[config.mk]
export PLATFORM = sky130hd
export DESIGN_NAME = hit_cb_ctrl_flat
export DESIGN_NICKNAME = d
export VERILOG_FILES = /design/src/rtl/hit_cb_ctrl_if.sv /design/src/rtl/hit_cb_ctrl.sv /design/src/flat_wrapper.sv
export SDC_FILE = /design/constraint.sdc
export NUM_CORES = 1
export LEC_CHECK = 0
export ABC_AREA = 1
export BUFFER_PORTS_ARGS = -buffer_cell sky130_fd_sc_hd__buf_4
export CORE_UTILIZATION = 30
export DETAILED_ROUTE_END_ITERATION = 8
export PLACE_DENSITY = 0.59
export SLEW_MARGIN = 20
export SYNTH_ARGS = -nofsm -noshare
export SYNTH_HDL_FRONTEND = slang
export SYNTH_SLANG_ARGS = --single-unit
export TNS_END_PERCENT = 1
[constraint.sdc]
create_clock -name clk -period 2.02 [get_ports clk]
set_clock_uncertainty 0.1 [all_clocks]
set_input_delay 0.101 -clock clk [delete_from_list [all_inputs] [get_ports clk]]
set_output_delay 0.101 -clock clk [all_outputs]
set_load 0.01 [all_outputs]
[src/rtl/hit_cb_ctrl_if.sv]
// Output stream bundle for the hit circular-buffer controller.
// Ports: dout (word), doutValid (valid), doutReady (ready); master drives word/valid.
interface hit_cb_ctrl_if #(
    parameter int DW = 8
);
    logic [DW-1:0] dout;
    logic          doutValid;
    logic          doutReady;

    modport master (
        output dout,
        output doutValid,
        input  doutReady
    );

    modport slave (
        input  dout,
        input  doutValid,
        output doutReady
    );
endinterface

[src/rtl/hit_cb_ctrl.sv]
// Hit circular-buffer controller: writes one hit per clock, queues L1A read
// addresses, reads triggered words back and streams them out.
// Ports: clk/reset, enable/hitIn (write side), latency/L1A (trigger),
// CENB/AB/DB (memory write port), CENA/AA/QA (memory read port), RET1N,
// stream (dout/doutValid/doutReady), l1aDropCnt (saturating drop count).
module hit_cb_ctrl #(
    parameter int AW = 7,
    parameter int DW = 8,
    parameter int QD = 4
) (
    input  logic          clk,
    input  logic          reset,
    input  logic          enable,
    input  logic [DW-1:0] hitIn,
    input  logic [AW-1:0] latency,
    input  logic          L1A,
    output logic          CENB,
    output logic [AW-1:0] AB,
    output logic [DW-1:0] DB,
    output logic          CENA,
    output logic [AW-1:0] AA,
    input  logic [DW-1:0] QA,
    output logic          RET1N,
    output logic [7:0]    l1aDropCnt,
    hit_cb_ctrl_if.master stream
);
    localparam int PW = $clog2(QD);

    typedef enum logic [1:0] {
        IDLE,
        LAT,
        OUT
    } state_t;

    state_t        state;
    logic [AW-1:0] wr_addr;
    logic [AW-1:0] aa_hold;
    logic [AW-1:0] fifo_mem [QD];
    logic [PW:0]   fifo_wr;
    logic [PW:0]   fifo_rd;
    logic          fifo_empty;
    logic          fifo_full;
    logic          push;
    logic          pop;
    logic          drop;
    logic [AW-1:0] target;
    logic [AW-1:0] head;

    assign AB    = wr_addr;
    assign DB    = hitIn;
    assign CENB  = ~enable;
    assign RET1N = 1'b1;

    // Pointers carry one extra wrap bit to tell full from empty.
    assign fifo_empty = (fifo_wr == fifo_rd);
    assign fifo_full  = (fifo_wr[PW] != fifo_rd[PW]) &&
                        (fifo_wr[PW-1:0] == fifo_rd[PW-1:0]);
    assign head       = fifo_mem[fifo_rd[PW-1:0]];

    // The read is issued in the same cycle the head is popped, so a trigger
    // reaches the memory one cycle after it is captured.
    assign pop  = (state == IDLE) && !fifo_empty;
    assign push = L1A && (!fifo_full || pop);
    assign drop = L1A && fifo_full && !pop;

    // Modulo-2^AW wrap subtraction.
    assign target = wr_addr - latency;

    assign CENA = ~pop;
    assign AA   = pop ? head : aa_hold;

    always_ff @(posedge clk) begin
        if (push) begin
            fifo_mem[fifo_wr[PW-1:0]] <= target;
        end
    end

    always_ff @(posedge clk) begin
        if (reset) begin
            wr_addr          <= '0;
            aa_hold          <= '0;
            fifo_wr          <= '0;
            fifo_rd          <= '0;
            l1aDropCnt       <= '0;
            state            <= IDLE;
            stream.dout      <= '0;
            stream.doutValid <= 1'b0;
        end else begin
            if (enable) begin
                wr_addr <= wr_addr + AW'(1);
            end
            if (push) begin
                fifo_wr <= fifo_wr + (PW + 1)'(1);
            end
            if (pop) begin
                fifo_rd <= fifo_rd + (PW + 1)'(1);
                aa_hold <= head;
            end
            if (drop && (l1aDropCnt != 8'hFF)) begin
                l1aDropCnt <= l1aDropCnt + 8'd1;
            end
            unique case (state)
                IDLE: begin
                    if (pop) begin
                        state <= LAT;
                    end
                end
                LAT: begin
                    stream.dout      <= QA;
                    stream.doutValid <= 1'b1;
                    state            <= OUT;
                end
                OUT: begin
                    if (stream.doutReady) begin
                        stream.doutValid <= 1'b0;
                        state            <= IDLE;
                    end
                end
                default: begin
                    state <= IDLE;
                end
            endcase
        end
    end
endmodule

[src/flat_wrapper.sv]
// flat-port wrapper written by rule: the top's interface ports become plain ports
module hit_cb_ctrl_flat 
#(
    parameter int AW = 7,
    parameter int DW = 8,
    parameter int QD = 4
)
  (clk, reset, enable, hitIn, latency, L1A, CENB, AB, DB, CENA, AA, QA, RET1N, l1aDropCnt, stream_dout, stream_doutValid, stream_doutReady);
  hit_cb_ctrl_if #(.DW(DW)) stream_i ();
  input  logic clk;
  input  logic reset;
  input  logic enable;
  input  logic [DW-1:0] hitIn;
  input  logic [AW-1:0] latency;
  input  logic L1A;
  output logic CENB;
  output logic [AW-1:0] AB;
  output logic [DW-1:0] DB;
  output logic CENA;
  output logic [AW-1:0] AA;
  input  logic [DW-1:0] QA;
  output logic RET1N;
  output logic [7:0] l1aDropCnt;
  output wire logic [$bits(stream_i.dout)-1:0] stream_dout;
  output wire logic [$bits(stream_i.doutValid)-1:0] stream_doutValid;
  input wire logic [$bits(stream_i.doutReady)-1:0] stream_doutReady;
  assign stream_dout = stream_i.dout;
  assign stream_doutValid = stream_i.doutValid;
  assign stream_i.doutReady = stream_doutReady;
  hit_cb_ctrl #(.AW(AW), .DW(DW), .QD(QD)) u_core (.clk(clk), .reset(reset), .enable(enable), .hitIn(hitIn), .latency(latency), .L1A(L1A), .CENB(CENB), .AB(AB), .DB(DB), .CENA(CENA), .AA(AA), .QA(QA), .RET1N(RET1N), .l1aDropCnt(l1aDropCnt), .stream(stream_i));
endmodule
==> impl_metrics.toml <==
[final_layout]
seqCellArea_um2 = 1670
n_fill_cell = 1076
syn_to_final_growth_pct = 24.8
drive_gt1_frac = 0.253
multiInputGateArea_um2 = 1360
diodes = 0
finalNetCount = 487
final_common_cell = "nor2_1"
layout_common_cells = "65 x nor2_1, 64 x buf_4, 47 x nand2_1, 42 x inv_1, 38 x dfxtp_1"

[logic_synthesis]
ys_seq_elements = 69
syn_inst = 376
ys_seq_area_frac = 0.501
ys_types = 34
ys.flop_type = "dfxtp_1"
ys_warn_count = 0
ys_async_sr_fraction = 0
syn-cell-area_um2 = 3320
synth_edf_count = 28
synth_nets = 418
syn_avg_cell_area_um2 = 8.83

[worst_setup_path]
cp_max_fo = 17
crit_slowest_cell = "dfxtp_1"
ff2ff_path_depth = 7
end_kind = "output port"
max_stage_delay_ns = 0.40
start_kind = "flip-flop"
critPathRequiredTime_ns = 1.82
cp-endpoint = "AA[6]"
r2r-start = "u_core.AB[0]$_SDFFE_PP0P_"
worstSetupStartpoint = "u_core.fifo_rd[0]$_SDFFE_PP0N_"
arrival_ns = 1.67
r2r_setup_slack_ns = 0.20
path_cells = "inv_2 > nand2_1 > nand2_2 > nor2_4 > nand2_2 > nand2_8 > buf_4 > o21ai_2 > inv_2 > buf_4"
rr_endpoint = "u_core.fifo_mem[3][6]$_DFFE_PP_"
path_class = "flip-flop to output port"

[die]
core_area_um2 = 10800
ios = 70
die_x_um = 107
die_y_um = 107
initial_core_util = 0.308
rows = 38
dieArea_um2 = 11500

[cts]
cts-root-buf = "clkbuf_8"
cts_buffers = 9
clk_pin_slew_worst_paths_ns = 0.07
clockBufferDepth = 2
cts_sinks = 69
clk_latency_ns = 0.34
ctsHtreeMaxLevel = 3
cts_tree = "built"

[power_and_ir_drop]
p_leak_nw = 1.81
max-vdd-ir-drop_v = 0.000349
power_density_nw_per_um2 = 1080

[detailed_routing]
drc = 0
wl_mm = 6.72
antenna_left = 0
dr.pass1.iters = 4
via_count = 2579
drt_iter0_drc = 108
viasPerCell = 4.37
wire_per_inst_um = 11.4

[sta]
tns_ns = 0
finalMaxSlewViolations = 0
max_slew.worst_pin.slew_ns = 0.601
max_freq_ghz = 0.534
hold_ws_ns = 0.0584
rsz0062_at_grt = "no"
relSlewSlack = 0.599
min_period_ns = 1.87
hold_violations = 0
setup_viol = 0
finalCritPeriodShare = 0.928

[hold_path]
hp-class = "input pin to flip-flop"

[global_route]
grt_max_degree = 22
grt_pass1_wl_mm = 10.7
antenna_found_initial = 0
grtUsageTotal = 0.121
grt_pass1_vias = 2289
overflow = 0

[placement]
hpwl_mm = 4.56
routabilityCongestion = 0.722
io_buffers = 52

[job]
cap_violations = 0

[status]
status = "complete, no violations"
==> stage by stage <==
step / cell area (µm²) / cells / utilization / total power [W] / worst slack (ns)
3_3_place_gp: 3810 / 558 / 0.353 / 0.00338 / 0.285
2_1_floorplan: 3320 / 376 / - / 0.00292 / 0.309
5_1_grt: 4140 / 590 / 0.384 / 0.00479 / 0.00662
3_5_place_dp: 3810 / 558 / 0.353 / 0.00341 / 0.230
6_report: 4140 / 590 / 0.384 / 0.00447 / 0.146
4_1_cts: 4090 / 585 / 0.379 / 0.00441 / 0.0158
==> metal layers <==
metal / global-route usage / up-vias / routed length (µm)
met5: 0 / - / 0
met4: 0.0548 / 0 / 108
met3: 0.0304 / 11 / 281
met2: 0.191 / 59 / 3130
met1: 0.155 / 1154 / 3200
li1: - / 1355 / -
==> worst max-delay path, delay by kind of cell (launching register included) <==
kind / cells / cell delay (ns)
AOI/OAI and AO/OA: 1 / 0.07
and+or+nand+nor: 5 / 0.53
DFF: 1 / 0.40
buffers and inverters: 4 / 0.35
==> repair_timing <==
action | CTS | global route
setup endpoints to repair | 7 | 7
hold buffers | 11 | 0
resized for setup | 1 | 4
pin swaps | 0 | 1
buffers inserted | 0 | 5
endpoints found under the hold margin | 15 | 0
==> layout make-up <==
cell class / count / share of cell area
clock buffer: 11 / 0.0341
clock inverter: 5 / 0.00634
multi-input combinational: 240 / 0.327
tap: 140 / 0.0423
sequential: 69 / 0.402
timing repair buffer: 75 / 0.143
inverter: 50 / 0.0453
==> cells in the mapped netlist, types with 2 or more instances <==
library cell  count  area (µm²)
nor2_1           65         244
nand2_1          47         176
inv_1            42         158
dfxtp_1          41         821
o21ai_0          31         155
edfxtp_1         28         841
ha_1             13         163
a21oi_1          12        60.1
nand3_1          11        55.1
buf_4             9        67.6
nand2_2           8        50.1
o21ai_2           8        70.1
inv_2             7        26.3
o22ai_1           7        43.8
xor2_1            6        52.6
nor2_4            5        56.3
xnor2_1           5        43.8
a31oi_1           4        25.0
buf_2             3        15.0
nand3b_1          3        22.5
nand4_1           3        18.8
nor2_2            3        18.8
a21o_1            2        15.0
clkbuf_1          2        7.51
nor3_1            2        10.0
==> state kept, by name, summed over array words and instances (netlist names), named ones only <==
register                 flops
u_core.stream.doutValid      1
u_core.aa_hold               7
u_core.fifo_rd               3
u_core.state                 2
u_core.stream.dout           8
u_core.AB                    7
u_core.fifo_mem             28
u_core.l1aDropCnt            8
u_core.fifo_wr               3
==> how the worst min path moves through the flow <==
stage	from	end	slack, ns	cells past startpoint
floorplan	stream_doutReady	u_core.stream.doutValid$_SDFFE_PP0P_	0.11	1
global placement	hitIn[0]	DB[0]	0.10	0
detailed placement	hitIn[0]	DB[0]	0.10	0
CTS	L1A	u_core.fifo_wr[2]$_SDFFE_PP0P_	0.04	4
global route	L1A	u_core.fifo_wr[2]$_SDFFE_PP0P_	0.08	4
finish	L1A	u_core.fifo_wr[2]$_SDFFE_PP0P_	0.06	4
==> cell families after synthesis <==
| group | share of synthesized area |
|---|---|
| adders and majority gates | 0.0550 |
| other | 0.00113 |
| and+or+nand+nor | 0.205 |
| AOI/OAI and AO/OA | 0.114 |
| xor gates and xnor gates | 0.0290 |
| DFF | 0.501 |
| buffers and inverters | 0.0954 |
==> report_power, final <==
group,switching [W],internal [W]
clock network,0.000493,0.000469
logic,0.000961,0.000760
registers,0.000121,0.00167
(Power assumes the default switching activity.)
